==> config.mk <==
export PLATFORM = sky130hd
export DESIGN_NAME = mem_arbiter
export DESIGN_NICKNAME = d
export VERILOG_FILES = /design/src/rtl/mem_arbiter.sv
export SDC_FILE = /design/constraint.sdc
export NUM_CORES = 1
export LEC_CHECK = 0
export ABC_AREA = 1
export BUFFER_PORTS_ARGS = -buffer_cell sky130_fd_sc_hd__buf_2
export CAP_MARGIN = 20
export CORE_AREA = 2 2 120 122
export CTS_CLUSTER_DIAMETER = 200
export DETAILED_ROUTE_END_ITERATION = 10
export DIE_AREA = 0 0 122 124
export PLACE_DENSITY_LB_ADDON = 0.12
export SETUP_SLACK_MARGIN = 0.02
export SYNTH_ARGS = -nofsm -noshare
export SYNTH_HDL_FRONTEND = slang
export SYNTH_SLANG_ARGS = --single-unit
export TNS_END_PERCENT = 30
==> constraint.sdc <==
create_clock -name clk -period 2.91 [get_ports clk]
set_input_delay 0.1455 -clock clk [delete_from_list [all_inputs] [get_ports clk]]
set_output_delay 0.1455 -clock clk [all_outputs]
set_load 0.005 [all_outputs]
==> src/rtl/mem_arbiter.sv <==
// -----------------------------------------------------------------------------
// mem_arbiter
//
// Shares one valid/ready memory port (picorv32 style) between two bus
// masters: master 0 (normally the CPU) and master 1 (a DMA engine, text
// renderer or similar). Requests are granted one at a time, round-robin.
// The granted master's request is muxed onto the slave port, and the slave's
// ready/rdata is returned to that master only. Every completed or abandoned
// transfer passes through one IDLE cycle before the next grant.
//
// Optional feature (compile-time macro MEM_ARB_TIMEOUT_EN):
//   When defined, a grant that waits TIMEOUT_CYCLES cycles without s_ready is
//   terminated. The master gets a ready pulse with rdata = 32'hFFFF_FFFF, and
//   the sticky timeout_err flag is set until reset. When the macro is not
//   defined, no counter is built, timeout_err is tied low and a grant waits
//   for s_ready indefinitely.
//
// Parameters:
//   TIMEOUT_CYCLES  slave wait limit in cycles (used only with the macro)
//
// Ports:
//   clk, reset                    clock; asynchronous active-high reset
//   m0_valid/addr/wdata/wstrb     master 0 request (wstrb == 0 means read)
//   m0_ready, m0_rdata            master 0 completion pulse and read data
//   m1_*                          same set for master 1
//   s_valid/addr/wdata/wstrb      request forwarded to the slave
//   s_ready, s_rdata              slave completion and read data
//   grant                         one-hot owner: 01 = m0, 10 = m1, 00 = none
//   timeout_err                   sticky timeout flag
// -----------------------------------------------------------------------------
module mem_arbiter #(
  parameter int unsigned TIMEOUT_CYCLES = 255
) (
  input  logic        clk,
  input  logic        reset,

  input  logic        m0_valid,
  input  logic [31:0] m0_addr,
  input  logic [31:0] m0_wdata,
  input  logic [3:0]  m0_wstrb,
  output logic        m0_ready,
  output logic [31:0] m0_rdata,

  input  logic        m1_valid,
  input  logic [31:0] m1_addr,
  input  logic [31:0] m1_wdata,
  input  logic [3:0]  m1_wstrb,
  output logic        m1_ready,
  output logic [31:0] m1_rdata,

  output logic        s_valid,
  output logic [31:0] s_addr,
  output logic [31:0] s_wdata,
  output logic [3:0]  s_wstrb,
  input  logic        s_ready,
  input  logic [31:0] s_rdata,

  output logic [1:0]  grant,
  output logic        timeout_err
);

  typedef enum logic [1:0] {
    IDLE = 2'd0,
    GNT0 = 2'd1,
    GNT1 = 2'd2
  } state_e;

  state_e state_q, state_d;

  // last_q = 1 means master 1 was the most recent completed owner, so master 0
  // wins the next tie. Reset to 1 so that m0 wins the very first tie.
  logic last_q, last_d;

  // valid of whichever master currently owns the port (0 in IDLE)
  logic sel_valid;

  // terminate the current grant this cycle because the slave never answered
  logic to_hit;

  always_comb begin
    sel_valid = 1'b0;
    case (state_q)
      GNT0:    sel_valid = m0_valid;
      GNT1:    sel_valid = m1_valid;
      default: sel_valid = 1'b0;
    endcase
  end

`ifdef MEM_ARB_TIMEOUT_EN
  localparam int CNT_W = (TIMEOUT_CYCLES < 1) ? 1 : $clog2(TIMEOUT_CYCLES + 1);

  logic [CNT_W-1:0] cnt_q, cnt_d;
  logic             err_q, err_d;

  // A real completion in the limit cycle takes priority over the timeout,
  // and a master that has already dropped valid is an abort, not a timeout.
  assign to_hit = (state_q != IDLE) && sel_valid && !s_ready &&
                  (cnt_q == CNT_W'(TIMEOUT_CYCLES));

  // Counter is held at zero in IDLE, so it starts from zero on every grant.
  // It cannot wrap: reaching the limit always ends the grant.
  always_comb begin
    cnt_d = cnt_q;
    if (state_q == IDLE) begin
      cnt_d = '0;
    end else if (!s_ready) begin
      cnt_d = cnt_q + 1'b1;
    end
  end

  assign err_d = err_q | to_hit;

  always_ff @(posedge clk or posedge reset) begin
    if (reset) begin
      cnt_q <= '0;
      err_q <= 1'b0;
    end else begin
      cnt_q <= cnt_d;
      err_q <= err_d;
    end
  end

  assign timeout_err = err_q;
`else
  assign to_hit      = 1'b0;
  assign timeout_err = 1'b0;

  // TIMEOUT_CYCLES has no effect without the timeout feature
  logic unused_timeout_cfg;
  assign unused_timeout_cfg = ^TIMEOUT_CYCLES;
`endif

  // ---------------------------------------------------------------------------
  // State register
  // ---------------------------------------------------------------------------
  always_ff @(posedge clk or posedge reset) begin
    if (reset) begin
      state_q <= IDLE;
      last_q  <= 1'b1;
    end else begin
      state_q <= state_d;
      last_q  <= last_d;
    end
  end

  // ---------------------------------------------------------------------------
  // Next-state logic
  // ---------------------------------------------------------------------------
  always_comb begin
    state_d = state_q;
    last_d  = last_q;
    case (state_q)
      IDLE: begin
        if (m0_valid && m1_valid) begin
          // tie: serve the master that was not served last
          state_d = last_q ? GNT0 : GNT1;
        end else if (m0_valid) begin
          state_d = GNT0;
        end else if (m1_valid) begin
          state_d = GNT1;
        end
      end
      GNT0, GNT1: begin
        if (!sel_valid) begin
          // owner withdrew its request: abandon without touching fairness
          state_d = IDLE;
        end else if (s_ready || to_hit) begin
          state_d = IDLE;
          last_d  = (state_q == GNT1);
        end
      end
      default: begin
        state_d = IDLE;
      end
    endcase
  end

  // ---------------------------------------------------------------------------
  // Output logic: slave request mux and master response steering
  // ---------------------------------------------------------------------------
  always_comb begin
    grant    = 2'b00;
    s_valid  = 1'b0;
    s_addr   = 32'h0;
    s_wdata  = 32'h0;
    s_wstrb  = 4'h0;
    m0_ready = 1'b0;
    m0_rdata = 32'h0;
    m1_ready = 1'b0;
    m1_rdata = 32'h0;
    case (state_q)
      GNT0: begin
        grant    = 2'b01;
        s_valid  = m0_valid && !to_hit;
        s_addr   = m0_addr;
        s_wdata  = m0_wdata;
        s_wstrb  = m0_wstrb;
        m0_ready = s_ready || to_hit;
        m0_rdata = to_hit ? 32'hFFFF_FFFF : s_rdata;
      end
      GNT1: begin
        grant    = 2'b10;
        s_valid  = m1_valid && !to_hit;
        s_addr   = m1_addr;
        s_wdata  = m1_wdata;
        s_wstrb  = m1_wstrb;
        m1_ready = s_ready || to_hit;
        m1_rdata = to_hit ? 32'hFFFF_FFFF : s_rdata;
      end
      default: begin
        grant = 2'b00;
      end
    endcase
  end

endmodule

==> run metrics <==
status=finished clean; gate count after technology mapping=404; Reg clk slew, reported paths=30 ps; Hold Crit Start=s_ready; Seq cells post-synth=3; FF-to-FF End=state_q[0]; cells along the critical path=inv_1 -> ha_4 -> buf_12 -> nand2_1 -> a21oi_1 -> buf_2; worst r2r src=state_q[0]; Yosys top cell by area=nand2_1; antenna violations before repair=0; Core ar.=13720 um^2; Synth warnings=0; arrival time at the worst endpoint=2000 ps; largest net degree at the start of global routing=51; sequential area share after synthesis=4.296%; Rel. slew slack=66.06%; Top Ports=311; vias after detailed routing=about 3400; final instance area=between 3000 and 4000 um^2; switching share of power=about 56%; # setup viols final=0; antenna diode count=0; most frequent cells in the layout=buf_2, nand2_1, inv_1, a21oi_1, nand3_1; CTS tree=done; Inserted Clock Buffers=3; Die Y=124 um; Clk pwr share=9.3%; non-filler instance count after layout=873; Yosys top cell area share=a little under half; Syn Std Cell Area=approximately 1800 um^2; DP Area=3478 um^2; Crit-path slowest cell=ha_4; share of layout cells above drive strength 1=46.32%; switching power=1.348 mW; final core utilization=26.00%; CP endpoint kind=primary output; max_cap viols=0; Worst-Skew Late Latency=230 ps; VDD IR-drop max=about 0.38 mV; internal power=1.080 mW; Longest Clk Path Bufs=2; f_max=465.3 MHz; worst hold path type=in -> reg; Port Buffer Count=a little over 300; Placed Cells=~870; pwr dens=680.6 nW/um^2; critical path launch point type=register; average wire per standard cell=11.45 um; DRC=0; clk root buf=clkbuf_16; Worst Hold End=last_q; Die X=122 um; Worst path max stage delay=~500 ps; Worst EP required=around 2800 ps; commonest non-fill, non-tap cell in the layout=buf_2; DRT Pass-1 Iters=4; top cell family by delay on the critical path=buffers and inverters; setup repair bufs after CTS=0; Hold-fix buffers, CTS=1; first-pass GRT wire length=13830 um; pre-CTS WS=just under 1000 ps; GRT Total Usage=11.26%; nets=slightly below 900; FP Rows=43; Max FO, Critical Path=50; count of unique library cells instantiated by Yosys=15; Initial Util=12.95%; Hold Crit Depth=3; post-DP HPWL=8045 um; R2R setup slack=approximately 1200 ps; part of the cycle the worst path needs=about three quarters; Avg Inst Size Synth=4.398 um^2; skew final=2.256 ps; FILL cells=1582; crit path kind=reg -> out; Area contributors post-synth=nand2_1, a21oi_1, inv_1; vias per cell=3.901; die footprint=15130 um^2; WP buf/inv=3; syn_nets=approximately 580; sequential power share=3.6%; H-tree depth reported by CTS=1; Total Routed Length=9992 um; PostCTS Resize Cnt=0; 1st-iter DRT viols=119; vias in the first global route=2903; ANT nets after route=0; Leakage=2.550 nW; Worst Reg-to-Reg Cells=7; Logic pwr share=87.1%; Slew @ Worst Pin=509.2 ps; Placer Congestion=0.7373; final worst slack=760.8 ps; Hold Violations, Final=0; Final Max Tran Viols=0; RSZ-0062 raised after global routing=no; setup TNS=0 ps; Tmin final=roughly 2100 ps; grt total ovfl=0; CTS Sinks=3; Area growth syn-to-layout=100.8%
metrics by stage:
stage	hold slack, ps	total power [mW]
finish	239.2	2.428
global route	253.8	2.735
CTS	233.1	2.488
detailed placement	29.82	2.241
global placement	31.18	2.251
floorplan	-101.6	1.301
area by class of cell:
cell class,instances,area [um^2],area share (%)
Inverter,74,277.8,7.787
Clock buffer,4,78.83,2.210
Timing Repair Buffer,315,1632,45.74
Sequential cell,3,76.32,2.140
Multi-Input combinational cell,297,1277,35.81
Tap cell,180,225.2,6.314
cells in the mapped netlist, drive strengths merged:
cell type  instances
ha                 5
inv               74
dfrtp              2
buf               24
nand2            214
nand3              4
conb               1
a21oi             70
dfstp              1
clkbuf             6
o21ai              1
nor2               2
worst max-delay path by stage:
stage                from     endpoint  slack, ps  cells after the start
6_report       state_q[0]    s_addr[9]        760                      6
5_1_grt        state_q[0]    s_addr[9]        580                      6
4_1_cts        state_q[0]  s_wdata[28]        740                      6
3_5_place_dp   state_q[0]  s_wdata[13]        980                      6
3_3_place_gp   state_q[0]    s_addr[7]       1020                      6
2_1_floorplan  state_q[0]    s_addr[0]       1480                      6
power groups by stage:
stage / clock [mW] / combinational (mW) / sequential, mW
after global placement: 0 / 2.16 / 0.0880
after detailed placement: 0 / 2.15 / 0.0893
after global routing: 0.238 / 2.41 / 0.0911
after floorplan: 0 / 1.22 / 0.0790
after CTS: 0.232 / 2.17 / 0.0886
final: 0.226 / 2.11 / 0.0880
worst reg2reg max path: stages (launching register included):
cell and delay, ps:
dfrtp_1 420, inv_1 170, ha_4 500, nand2_1 130
nand2_1 120, nand3_1 110, nand3_1 120, nand2_1 60
metal layers:
layer | global-route usage, % | routed length (um) | vias up
met5 | 0 | 0 | -
met4 | 1.078 | 25 | 0
met3 | 2.152 | 910 | 3
met2 | 22.80 | 5293 | 180
met1 | 12.43 | 3762 | 1461
li1 | - | - | 1762
kinds of logic (layout without fill, tap and decap cells):
| group | after synthesis | after routing | share of synthesized area, % |
|---|---|---|---|
| simple gates | 220 | 220 | 46.76 |
| buf+inv | 104 | 393 | 25.21 |
| compound gates | 71 | 71 | 20.00 |
| fa+ha+maj | 5 | 5 | 3.521 |
| flops | 3 | 3 | 4.296 |
| other cells | 1 | 1 | 0.2111 |
registers in the layout (all words and copies together), names as in the netlist:
register	cells
state_q	2
last_q	1
(Power assumes the default switching activity.)
